## src/rtl/multi_word_serial_adder_pkg.sv

```systemverilog
// Shared definitions for the multi-word serial adder: FSM encoding, default
// geometry and a helper for sizing the word index.
package multi_word_serial_adder_pkg;

  localparam int DEFAULT_WIDTH  = 7;
  localparam int DEFAULT_NWORDS = 2;

  typedef enum logic [1:0] {
    ST_IDLE   = 2'd0,
    ST_LOAD_A = 2'd1,
    ST_LOAD_B = 2'd2,
    ST_DONE   = 2'd3
  } state_t;

  // A single-word operand still needs a 1-bit index register.
  function automatic int idx_width(input int n);
    return (n > 1) ? $clog2(n) : 1;
  endfunction

endpackage

```

## src/rtl/multi_word_serial_adder_cla.sv

```systemverilog
// One WIDTH-bit carry-look-ahead slice: s = a + b + y, carry out on c.
// Purely combinational; the caller chains the carry through a register.
module carry_look_ahead
  import multi_word_serial_adder_pkg::*;
#(
  parameter int WIDTH = DEFAULT_WIDTH
) (
  input  logic [WIDTH-1:0] a,
  input  logic [WIDTH-1:0] b,
  input  logic             y,
  output logic             c,
  output logic [WIDTH-1:0] s
);

  logic [WIDTH-1:0] g;
  logic [WIDTH-1:0] p;
  logic [WIDTH:0]   cc;

  assign cc[0] = y;

  generate
    for (genvar gi = 0; gi < WIDTH; gi++) begin : g_bit
      assign g[gi]      = a[gi] & b[gi];
      assign p[gi]      = a[gi] ^ b[gi];
      assign cc[gi + 1] = g[gi] | (p[gi] & cc[gi]);
      assign s[gi]      = p[gi] ^ cc[gi];
    end
  endgenerate

  assign c = cc[WIDTH];

endmodule

```

## src/rtl/multi_word_serial_adder.sv

```systemverilog
// Multi-precision add/subtract over a narrow bus: A and B words arrive
// interleaved LSW first, each B word produces one registered sum word.
module multi_word_serial_adder
  import multi_word_serial_adder_pkg::*;
#(
  parameter int WIDTH  = DEFAULT_WIDTH,
  parameter int NWORDS = DEFAULT_NWORDS
) (
  input  logic             clk,
  input  logic             rst_n,
  input  logic             start,
  input  logic             sub,
  input  logic             in_valid,
  input  logic [WIDTH-1:0] in_data,
  output logic             busy,
  output logic             out_valid,
  output logic [WIDTH-1:0] out_data,
  output logic             done,
  output logic             carry_out,
  output logic             overflow
);

  localparam int                IDXW     = idx_width(NWORDS);
  localparam logic [IDXW-1:0]   LAST_IDX = IDXW'(NWORDS - 1);

  state_t           state_reg, state_next;
  logic [IDXW-1:0]  word_idx_reg;
  logic             carry_reg;
  logic             sub_reg;
  logic [WIDTH-1:0] a_reg;
  logic             busy_reg;
  logic             out_valid_reg;
  logic [WIDTH-1:0] out_data_reg;
  logic             done_reg;
  logic             carry_out_reg;
  logic             overflow_reg;

  logic [WIDTH-1:0] b_eff;
  logic [WIDTH-1:0] sum;
  logic             sum_c;
  logic             accept_start;
  logic             accept_a;
  logic             accept_b;
  logic             last_word;

  // Subtraction is A + ~B + 1; the +1 enters through the initial carry.
  assign b_eff     = in_data ^ {WIDTH{sub_reg}};
  assign last_word = (word_idx_reg == LAST_IDX);

  carry_look_ahead #(.WIDTH(WIDTH)) u_cla (
    .a (a_reg),
    .b (b_eff),
    .y (carry_reg),
    .c (sum_c),
    .s (sum)
  );

  always_comb begin
    state_next   = state_reg;
    accept_start = 1'b0;
    accept_a     = 1'b0;
    accept_b     = 1'b0;
    case (state_reg)
      ST_IDLE: begin
        if (start) begin
          accept_start = 1'b1;
          state_next   = ST_LOAD_A;
        end
      end
      ST_LOAD_A: begin
        if (in_valid) begin
          accept_a   = 1'b1;
          state_next = ST_LOAD_B;
        end
      end
      ST_LOAD_B: begin
        if (in_valid) begin
          accept_b   = 1'b1;
          state_next = last_word ? ST_DONE : ST_LOAD_A;
        end
      end
      ST_DONE:  state_next = ST_IDLE;
      default:  state_next = ST_IDLE;
    endcase
  end

  always_ff @(posedge clk or negedge rst_n) begin
    if (!rst_n) state_reg <= ST_IDLE;
    else        state_reg <= state_next;
  end

  always_ff @(posedge clk or negedge rst_n) begin
    if (!rst_n) begin
      word_idx_reg  <= '0;
      carry_reg     <= 1'b0;
      sub_reg       <= 1'b0;
      a_reg         <= '0;
      busy_reg      <= 1'b0;
      out_valid_reg <= 1'b0;
      out_data_reg  <= '0;
      done_reg      <= 1'b0;
      carry_out_reg <= 1'b0;
      overflow_reg  <= 1'b0;
    end else begin
      busy_reg      <= (state_next != ST_IDLE);
      out_valid_reg <= accept_b;
      done_reg      <= accept_b && last_word;
      if (accept_start) begin
        sub_reg       <= sub;
        carry_reg     <= sub;
        word_idx_reg  <= '0;
        carry_out_reg <= 1'b0;
        overflow_reg  <= 1'b0;
      end
      if (accept_a) a_reg <= in_data;
      if (accept_b) begin
        out_data_reg <= sum;
        carry_reg    <= sum_c;
        if (last_word) begin
          carry_out_reg <= sum_c;
          // Signed overflow is judged on the top word only, with B already inverted for subtract.
          overflow_reg  <= (a_reg[WIDTH-1] == b_eff[WIDTH-1]) && (sum[WIDTH-1] != a_reg[WIDTH-1]);
        end else begin
          word_idx_reg <= word_idx_reg + 1'b1;
        end
      end
    end
  end

  assign busy      = busy_reg;
  assign out_valid = out_valid_reg;
  assign out_data  = out_data_reg;
  assign done      = done_reg;
  assign carry_out = carry_out_reg;
  assign overflow  = overflow_reg;

endmodule

```

## config.mk

```make
export PLATFORM = sky130hd
export DESIGN_NAME = multi_word_serial_adder
export DESIGN_NICKNAME = d
export VERILOG_FILES = /design/src/rtl/multi_word_serial_adder_pkg.sv /design/src/rtl/multi_word_serial_adder_cla.sv /design/src/rtl/multi_word_serial_adder.sv
export SDC_FILE = /design/constraint.sdc
export NUM_CORES = 1
export LEC_CHECK = 0
export CAP_MARGIN = 20
export CORE_MARGIN = 2
export CORE_UTILIZATION = 53
export DETAILED_ROUTE_END_ITERATION = 10
export PLACE_DENSITY = 0.82
export SLEW_MARGIN = 20
export SYNTH_ARGS = -nofsm -noshare
export SYNTH_HDL_FRONTEND = slang
export SYNTH_SLANG_ARGS = --single-unit
```

## constraint.sdc

```tcl
create_clock -name clk -period 9.21 [get_ports clk]
set_input_delay 1.3815 -clock clk [delete_from_list [all_inputs] [get_ports clk]]
set_output_delay 1.3815 -clock clk [all_outputs]
set_load 0.1 [all_outputs]
```

==> results.md, run 1 <==
### Yosys
• post-synth cell types: 26
• count of yosys warnings during synthesis: 0
• Async S/R FF share, synth: 1.000
• area share of xor/xnor cells in the synthesized design: 0.06002
• cell types occupying the most area after synthesis: sky130_fd_sc_hd__dfrtp_1 51%, sky130_fd_sc_hd__fa_1 12%, sky130_fd_sc_hd__mux2_2 6.8%, sky130_fd_sc_hd__xnor2_1 4.5%, sky130_fd_sc_hd__nand2_1 4.2%
• Synth Area in Adders: 0.1308
• number of nets produced by synthesis: 116
• Seq cells post-synth: 24
• portion of synthesized cell area occupied by the leading cell type: 0.5145
• Avg Synthesized Cell Area: 12.16 µm²
• Post-synth EDFFs: 0
• dominant combinational cell family by area after synthesis: adder cells
• share of cell area taken by muxes after synthesis: 0.09753
• Synth area leader: sky130_fd_sc_hd__dfrtp_1
• synthesized instance count: 96
• Synth Area in Simple Gates: 0.1029
• flip-flop cell with the highest count after synthesis: sky130_fd_sc_hd__dfrtp_1
• complex-gate fraction of the synthesized area: 0.04823
• sequential area share after synthesis: 0.5145
• Post-Synthesis Cell Area: 1167 µm²

### Timing
• Max Clock Freq: 0.2028 GHz
• Final TNS setup: 0 ns
• final setup skew: 0.01821 ns
• Worst slew margin: 0.3494
• Hold Vio Cnt, Final: 0
• RSZ-0062 raised after global routing: no
• period utilisation layout: 0.5353
• final count of pins violating max slew: 0
• Worst-Margin Slew: 0.9729 ns
• Setup-failing EPs final: 0
• post-route minimum period: 4.930 ns

### Cells and area
• layout net count: 141
• synthesis-to-finish area growth: 23.58%
• sequential cell area in the final layout: 600.6 µm²
• area of the multi-input gates: 513.0 µm²
• commonest cells after routing, fill and taps aside: 24 x sky130_fd_sc_hd__dfrtp_1, 22 x sky130_fd_sc_hd__clkdlybuf4s50_1, 13 x sky130_fd_sc_hd__nand2_1
• Filler Cells Inserted: 161
• fraction of layout instances using a drive strength above 1: 0.1083
• commonest non-fill, non-tap cell in the layout: sky130_fd_sc_hd__dfrtp_1
• Antenna Cells: 0

### Worst setup path
• Max FO, Critical Path: 2
• logic depth of the worst path, buffers included: 13
• depth of the worst register-to-register path: 12
• max incr delay on CP: 0.50 ns
• slowest cell on the critical path: sky130_fd_sc_hd__clkdlybuf4s50_1
• CP Capture Type: flop
• CP Cell Sequence: clkdlybuf4s50_1 > xor2_1 > fa_1 > inv_1 > fa_1 > fa_1 > fa_1 > fa_1 > fa_1 > inv_1 > fa_1 > xnor2_1 > o31ai_1
• Required @ worst endpoint: 9.42 ns
• worst-case register-to-register setup slack: 5.23 ns
• most frequent CP cell: sky130_fd_sc_hd__fa_1
• CP Data Arrival Time: 5.14 ns
• Critical Setup Path Class: in2reg
• Critical Path Start Type: input port
• cell family with most CP delay: adder cells
• crit path buf inv count: 3

### Global route
• pin count of the biggest net entering global routing: 25
• aggregate global routing overflow: 0
• global-route wire length before repair: 3332 µm
• number of global-route vias before repair: 809
• number of antenna violations at the first check in global routing: 0
• GRT Resource Usage Total: 0.1726

### Detailed routing
• antenna viol nets, final: 0
• via/cell ratio: 5.068
• Wirelength per Cell: 12.65 µm
• drt drc: 0
• via count: 745
• number of DRC markers in iteration 0: 4
• detailed-routing iteration count for the pre-antenna-repair pass: 4
• wire length after detailed routing: 1859 µm

### Clocking
• clock root cell: sky130_fd_sc_hd__clkbuf_4
• Post-CTS Setup Bufs: 0
• TritonCTS clock tree: yes
• Max H-tree Level: 1
• count of hold-fix buffers inserted at cts: 0
• total CTS buffers: 3
• clock slew at the register clock pins of the worst setup and hold paths: 0.11 ns
• clock net sink count: 24
• number of resized instances in the post-cts repair step: 0
• worst-skew pair later-pin latency: 0.31 ns
• number of buffers on the longest clock path: 2

### Floorplanning
• width of the die: 50.93 µm
• die area: 2594 µm²
• area of the core: 2022 µm²
• std cell rows: 16
• Vert. Die Dim: 50.93 µm
• total I/O pin count: 24
• initial cell density of the core: 0.5774

### Placed design
• number of buffers added on ports: 23
• post-detailed-placement half-perimeter wirelength: 1479 µm
• routability congestion estimate: 0.8165

### Status
• status: finished, final reports clean

### Min path
• worst hold-check path type: reg2reg
• count of cells along the worst hold path: 2

### Flow run
• count of maximum capacitance violations: 0

==> cells in the mapped netlist (2+ instances only) <==
| master | n |
|---|---|
| sky130_fd_sc_hd__dfrtp_1 | 24 |
| sky130_fd_sc_hd__fa_1 | 7 |
| sky130_fd_sc_hd__inv_1 | 9 |
| sky130_fd_sc_hd__mux2_2 | 7 |
| sky130_fd_sc_hd__mux2i_1 | 2 |
| sky130_fd_sc_hd__nand2_1 | 13 |
| sky130_fd_sc_hd__nand3_1 | 3 |
| sky130_fd_sc_hd__nand3b_1 | 2 |
| sky130_fd_sc_hd__o21ai_0 | 6 |
| sky130_fd_sc_hd__xnor2_1 | 6 |
| sky130_fd_sc_hd__xor2_1 | 2 |
==> worst min-delay path, delay by kind of cell (launching register included) <==
family / cells / cell delay [ns]
AND/OR/NAND/NOR: 2 / 0.10
flip-flops: 1 / 0.36
==> path summary, 6_finish.rpt <==
path                             startpoint     endpoint
worst max-delay path             in_data[0]     overflow
worst min-delay path            out_data[6]  out_data[6]
worst max register to register      sub_reg     overflow
worst min register to register  out_data[6]  out_data[6]
max in group asynchronous             rst_n         busy
min in group asynchronous             rst_n     a_reg[5]
==> cell type report <==
type                            count  area share
Tap cell                           27     0.02342
Inverter                            9     0.02342
Clock buffer                        4     0.02515
Multi-Input combinational cell     60      0.3556
Sequential cell                    24      0.4163
Timing Repair Buffer               23      0.1561
==> kinds of logic after synthesis <==
| kind of cell | after synthesis |
|---|---|
| xor+xnor | 8 |
| simple gates | 24 |
| compound gates | 10 |
| flops | 24 |
| buf+inv | 12 |
| mux | 10 |
| fa+ha+maj | 8 |
==> metal layers <==
metal  share of wire  up-vias  GRT usage  wire length (µm)
met2            0.54       13     0.3398              1002
met4          0.0065        0    0.05405                12
met1            0.42      371     0.1833               785
met3           0.031        2    0.02924                58
li1                -      359          -                 -
met5               0        -          0                 0
==> per-stage QoR <==
step	instances	instance area, µm²	hold slack [ns]	util	setup WS, ns
final	147	1443	0.4867	0.7135	4.280
after global routing	147	1443	0.5268	0.7135	4.170
after CTS	147	1448	0.4923	0.7160	4.274
after detailed placement	143	1411	0.4632	0.6980	3.948
after global placement	143	1411	0.4583	0.6980	4.110
after floorplan	96	1167	0.4794	-	4.701
Power of run 1 is not shown: default switching activity piles up to over one toggle a cycle in this logic, so the estimate is an artifact.
==> run 2, diff against run 1 <==
--- a/config.mk
+++ b/config.mk
@@ -7,9 +7,9 @@
 export LEC_CHECK = 0
 export CAP_MARGIN = 20
 export CORE_MARGIN = 2
-export CORE_UTILIZATION = 53
+export CORE_UTILIZATION = 45
 export DETAILED_ROUTE_END_ITERATION = 10
-export PLACE_DENSITY = 0.82
+export PLACE_DENSITY = 0.74
 export SLEW_MARGIN = 20
 export SYNTH_ARGS = -nofsm -noshare
 export SYNTH_HDL_FRONTEND = slang
==> constraint.sdc (replaced) <==
create_clock -name clk -period 4.3 [get_ports clk]
set_input_delay 0.645 -clock clk [delete_from_list [all_inputs] [get_ports clk]]
set_output_delay 0.645 -clock clk [all_outputs]
set_load 0.1 [all_outputs]
==> run 2 against run 1 <==
Against the previous run: worst setup slack worse by 4.1 ns; critical path type unchanged; first-iteration DRC count down 50%; sequential cell count unchanged.
==> results.md, run 2 (synthesis results as in run 1) <==
### Status
• status: finished, final reports clean, unchanged

### Clocking
• TritonCTS clock tree: yes, unchanged
• number of buffers on the longest clock path: 2, unchanged
• clock slew at the register clock pins of the worst setup and hold paths: 0.12 ns, was 0.11 ns
• Max H-tree Level: 1, unchanged
• clock net sink count: 24, unchanged
• Post-CTS Setup Bufs: 0, unchanged
• count of hold-fix buffers inserted at cts: 0, unchanged
• worst-skew pair later-pin latency: 0.30 ns, was 0.31 ns
• number of resized instances in the post-cts repair step: 0, unchanged
• clock root cell: sky130_fd_sc_hd__clkbuf_4, unchanged
• total CTS buffers: 3, unchanged

### Worst setup path
• capture point of the worst reg-to-reg path: overflow, unchanged
• Required @ worst endpoint: 4.51 ns, was 9.42 ns
• CP Capture Type: flop, unchanged
• Critical Setup Path Class: in2reg, unchanged
• CP Cell Sequence: clkdlybuf4s50_1 > xor2_1 > fa_1 > inv_1 > fa_1 > fa_1 > fa_1 > fa_1 > fa_1 > inv_1 > fa_1 > xnor2_1 > o31ai_1, unchanged
• most frequent CP cell: sky130_fd_sc_hd__fa_1, unchanged
• max incr delay on CP: 0.50 ns, about the same
• slowest cell on the critical path: sky130_fd_sc_hd__clkdlybuf4s50_1, unchanged
• Critical Path Start Type: input port, unchanged
• CP Data Arrival Time: 4.37 ns, was 5.14 ns
• depth of the worst register-to-register path: 12, unchanged
• Max FO, Critical Path: 2, unchanged
• worst-case register-to-register setup slack: 0.56 ns, was 5.23 ns
• worst reg2reg startpoint: sub_reg, unchanged

### Detailed routing
• Wirelength per Cell: 12.53 µm, was 12.65 µm
• top layer used by detailed routing: met4, unchanged
• via count: 740, was 745
• number of DRC markers in iteration 0: 2, was 4
• antenna viol nets, final: 0, unchanged
• detailed-routing iteration count for the pre-antenna-repair pass: 4, unchanged
• drt drc: 0, unchanged
• sum of met2 wire segment lengths after detailed routing: 988 µm, was 1002 µm
• wire length after detailed routing: 1879 µm, was 1859 µm
• wire length on met3: 47 µm, was 58 µm
• WL met1: 815 µm, was 785 µm
• via/cell ratio: 4.933, was 5.068

### Cells and area
• fraction of layout instances using a drive strength above 1: 0.1083, unchanged
• layout net count: 142, was 141
• Filler Cells Inserted: 226, was 161
• commonest non-fill, non-tap cell in the layout: sky130_fd_sc_hd__dfrtp_1, unchanged
• Antenna Cells: 0, unchanged
• commonest cells after routing, fill and taps aside: 24 x sky130_fd_sc_hd__dfrtp_1, 22 x sky130_fd_sc_hd__clkdlybuf4s50_1, 13 x sky130_fd_sc_hd__nand2_1, unchanged
• synthesis-to-finish area growth: 23.37%, was 23.58%

### Timing
• Worst slew margin: 0.3489, was 0.3494
• Hold Vio Cnt, Final: 0, unchanged
• period utilisation layout: 0.9674
• Setup-failing EPs final: 0, unchanged
• RSZ-0062 raised after global routing: no, unchanged
• final count of pins violating max slew: 0, unchanged
• Max Clock Freq: 0.2404 GHz
• Worst-Margin Slew: 0.9736 ns, was 0.9729 ns
• final setup skew: 0.002062 ns, was 0.01821 ns
• post-route minimum period: 4.160 ns
• minimum setup slack in the final design: 0.1400 ns, was 4.280 ns

### Floorplanning
• area of the core: 2477 µm², was 2022 µm²
• total I/O pin count: 24, unchanged
• width of the die: 54.93 µm, was 50.93 µm
• initial cell density of the core: 0.4712, was 0.5774
• std cell rows: 18, was 16
• die area: 3017 µm², was 2594 µm²
• Vert. Die Dim: 54.93 µm, was 50.93 µm

### Global route
• global-route wire length before repair: 3236 µm, was 3332 µm
• GRT Resource Usage Total: 0.1547, was 0.1726
• pin count of the biggest net entering global routing: 25, unchanged
• aggregate global routing overflow: 0, unchanged
• number of global-route vias before repair: 765, was 809
• number of antenna violations at the first check in global routing: 0, unchanged

### Placed design
• Worst Setup Slack post-DPL: -0.1918 ns, was 3.948 ns
• routability congestion estimate: 0.7138, was 0.8165
• post-detailed-placement half-perimeter wirelength: 1479 µm, about the same
• number of buffers added on ports: 23, unchanged

### Min path
• worst hold-check path type: in2async, was reg2reg

### Flow run
• count of maximum capacitance violations: 0, unchanged

## run 2: how the worst max path moves through the flow
stage / start / end / slack [ns] / depth (start not counted)
6_report: in_data[0] / overflow / 0.14 / 13
2_1_floorplan: in_data[0] / overflow / 0.53 / 12
3_3_place_gp: in_data[0] / overflow / -0.09 / 13
3_5_place_dp: in_data[0] / overflow / -0.19 / 13
4_1_cts: in_data[0] / overflow / 0.14 / 13
5_1_grt: in_data[0] / overflow / 0.02 / 13
## run 2: area by class of cell
class	instances	area, µm²	area share
inverter	9	33.78	0.02346
multi-input combinational	60	513.0	0.3562
sequential	24	600.6	0.4170
timing repair buffer	24	232.7	0.1616
tap	30	37.54	0.02606
clock buffer	3	22.52	0.01564
## run 2: worst max-delay path: cells and delay by family
family          cells  cell delay (ns)
compound gates      1             0.21
buf+inv             3             0.63
xor+xnor            2             0.34
fa+ha+maj           7             2.56
## run 2: per-stage QoR
| stage | hold WS [ns] | cell area (µm²) | std cells | utilization | setup TNS, ns |
|---|---|---|---|---|---|
| CTS | 0.4911 | 1445 | 150 | 0.5833 | 0 |
| global placement | 0.4572 | 1423 | 147 | 0.5742 | -0.08638 |
| finish | 0.2974 | 1440 | 150 | 0.5813 | 0 |
| detailed placement | 0.4628 | 1423 | 147 | 0.5742 | -0.1918 |
| global route | 0.3237 | 1440 | 150 | 0.5813 | 0 |
| floorplan | 0.3494 | 1167 | 96 | - | 0 |
## run 2: layer usage
layer,global-route usage,vias to the layer above
li1,-,360
met1,0.1975,364
met2,0.2540,14
met3,0.01613,2
met4,0.09350,0
met5,0,-
Power of run 2 is left out for the same reason.
==> run 3, diff against run 2 <==
--- a/config.mk
+++ b/config.mk
@@ -6,6 +6,7 @@
 export NUM_CORES = 1
 export LEC_CHECK = 0
 export CAP_MARGIN = 20
+export CORE_ASPECT_RATIO = 0.8
 export CORE_MARGIN = 2
 export CORE_UTILIZATION = 45
 export DETAILED_ROUTE_END_ITERATION = 10
==> constraint.sdc (replaced) <==
create_clock -name clk -period 4.3 [get_ports clk]
set_input_delay 0.645 -clock clk [delete_from_list [all_inputs] [get_ports clk]]
set_output_delay 0.645 -clock clk [all_outputs]
set_load 0.01 [all_outputs]
==> run 3 against run 2 <==
Against the previous run: critical endpoint unchanged; critical path depth stayed put; clock-buffer cell count is 1 higher; final cell count is 4.7% higher; hold slack worse by 0.023 ns; register-to-register slack hardly changed.
==> results.md, run 3 (synthesis results as in run 1) <==
### Timing
• final setup skew: 0.007318 ns, was 0.002062 ns
• Worst-Margin Slew: 0.5520 ns, was 0.9736 ns
• Max Clock Freq: 0.2416 GHz, was 0.2404 GHz
• Final TNS setup: 0 ns, unchanged
• Worst slew margin: 0.6309, was 0.3489
• final count of pins violating max slew: 0, unchanged
• post-route minimum period: 4.140 ns, was 4.160 ns
• RSZ-0062 raised after global routing: no, unchanged
• period utilisation layout: 0.9627, was 0.9674
• Hold Vio Cnt, Final: 0, unchanged
• Setup-failing EPs final: 0, unchanged

### Floorplanning
• area of the core: 2462 µm², was 2477 µm²
• std cell rows: 16, was 18
• initial cell density of the core: 0.4741, was 0.4712
• die area: 3020 µm², was 3017 µm²
• Vert. Die Dim: 49.56 µm, was 54.93 µm
• total I/O pin count: 24, unchanged
• width of the die: 60.95 µm, was 54.93 µm

### Global route
• GRT Resource Usage Total: 0.1589, was 0.1547
• pin count of the biggest net entering global routing: 25, unchanged
• number of antenna violations at the first check in global routing: 0, unchanged
• global-route wire length before repair: 3374 µm, was 3236 µm
• aggregate global routing overflow: 0, unchanged
• number of global-route vias before repair: 763, was 765

### Cells and area
• Final Util: 0.5935, was 0.5813
• layout net count: 142, unchanged
• commonest non-fill, non-tap cell in the layout: sky130_fd_sc_hd__dfrtp_1, unchanged
• Antenna Cells: 0, unchanged
• fraction of layout instances using a drive strength above 1: 0.1157, was 0.1083
• Filler Cells Inserted: 223, was 226
• synthesis-to-finish area growth: 25.19%, was 23.37%
• fin cells: 157, was 150
• commonest cells after routing, fill and taps aside: 24 x sky130_fd_sc_hd__dfrtp_1, 22 x sky130_fd_sc_hd__clkdlybuf4s50_1, 13 x sky130_fd_sc_hd__nand2_1, unchanged

### Detailed routing
• number of DRC markers in iteration 0: 18, was 2
• drt drc: 0, unchanged
• detailed-routing iteration count for the pre-antenna-repair pass: 4, unchanged
• via/cell ratio: 4.650, was 4.933
• antenna viol nets, final: 0, unchanged
• wire length after detailed routing: 1967 µm, was 1879 µm
• Wirelength per Cell: 12.53 µm, about the same
• via count: 730, was 740

### Clocking
• count of hold-fix buffers inserted at cts: 0, unchanged
• TritonCTS clock tree: yes, unchanged
• clock slew at the register clock pins of the worst setup and hold paths: 0.13 ns, was 0.12 ns
• Post-CTS Setup Bufs: 0, unchanged
• number of resized instances in the post-cts repair step: 0, unchanged
• clock root cell: sky130_fd_sc_hd__clkbuf_4, unchanged
• clock net sink count: 24, unchanged
• worst-skew pair later-pin latency: 0.32 ns, was 0.30 ns
• total CTS buffers: 3, unchanged
• Max H-tree Level: 1, unchanged
• number of buffers on the longest clock path: 2, unchanged

### Min path
• worst hold-check path type: in2async, unchanged

### Worst setup path
• CP Data Arrival Time: 4.38 ns, was 4.37 ns
• CP Cell Sequence: clkdlybuf4s50_1 > xor2_1 > fa_1 > inv_1 > fa_1 > fa_1 > fa_1 > fa_1 > fa_1 > inv_1 > fa_1 > xnor2_1 > o31ai_1, unchanged
• Critical Setup Path Class: in2reg, unchanged
• Required @ worst endpoint: 4.54 ns, was 4.51 ns
• CP Capture Type: flop, unchanged
• Max FO, Critical Path: 2, unchanged
• Critical Path Start Type: input port, unchanged
• max incr delay on CP: 0.49 ns, was 0.50 ns
• most frequent CP cell: sky130_fd_sc_hd__fa_1, unchanged
• slowest cell on the critical path: sky130_fd_sc_hd__clkdlybuf4s50_1, unchanged

### Flow run
• count of maximum capacitance violations: 0, unchanged

### Pwr
• Leakage Power: 0.6717 nW
• VDD IR max: 0.0003295 V
• power per cell area: 712.8 nW/µm²

### Placed design
• routability congestion estimate: 0.6884, was 0.7138
• number of buffers added on ports: 23, unchanged
• post-placement cell count: 153, was 147

### Status
• status: finished, final reports clean, unchanged

==> run 3: changes by cell type in the layout (fill, tap and decap cells not counted), sizes merged <==
cell	previous run	this run
clkbuf	3	4
==> run 3: final timing paths <==
kind | startpoint | endpoint | slack (ns) | depth (start not counted)
worst max register to register | sub_reg | overflow | 0.56 | 12
worst max-delay path | in_data[0] | overflow | 0.16 | 13
worst min-delay path | rst_n | carry_out | 0.27 | 1
worst min register to register | out_data[0] | out_data[0] | 0.49 | 2
min in group clk | out_data[0] | out_data[0] | 0.49 | 2
max in group asynchronous | rst_n | out_data[5] | 3.66 | 1
==> run 3: final cells by class <==
type                    instances  area (µm²)  share of cell area
clock buffers                   4       36.28             0.02483
well taps                      36       45.04             0.03082
inverters                       9       33.78             0.02312
multi-input cells              60       513.0              0.3510
flip-flops and latches         24       600.6              0.4110
repair buffers                 24       232.7              0.1592
==> run 3: per-stage QoR <==
| stage | setup slack, ns | cell area [µm²] | hold slack [ns] | total power [W] |
|---|---|---|---|---|
| after global placement | -0.1190 | 1430 | 0.4581 | 0.0009037 |
| after floorplan | 0.5279 | 1167 | 0.3494 | 0.0007511 |
| after CTS | 0.1221 | 1466 | 0.4937 | 0.001062 |
| final | 0.1602 | 1461 | 0.2745 | 0.001042 |
| after global routing | 0.03122 | 1461 | 0.3092 | 0.001141 |
| after detailed placement | -0.2163 | 1430 | 0.4626 | 0.0009402 |
==> run 3: routing by layer <==
metal / global-route usage / routed length [µm]
met3: 0.04724 / 131
met2: 0.2616 / 964
met4: 0.06522 / 34
met5: 0 / 0
met1: 0.1914 / 838
==> run 3: critical path, delay by kind of cell <==
family                   cells  cell delay [ns]
XOR/XNOR                     2             0.33
buffers and inverters        3             0.64
AO/OA/AOI/OAI                1             0.18
adder cells (fa/ha/maj)      7             2.59
==> run 3: power by group <==
part / total (W) / internal (W) / switching, W
clock network: 0.000119 / 0.0000519 / 0.0000669
logic: 0.000532 / 0.000281 / 0.000251
registers: 0.000391 / 0.000324 / 0.0000674
total: 0.00104 / 0.000657 / 0.000385
No activity file was read; power rests on OpenSTA's default activity.
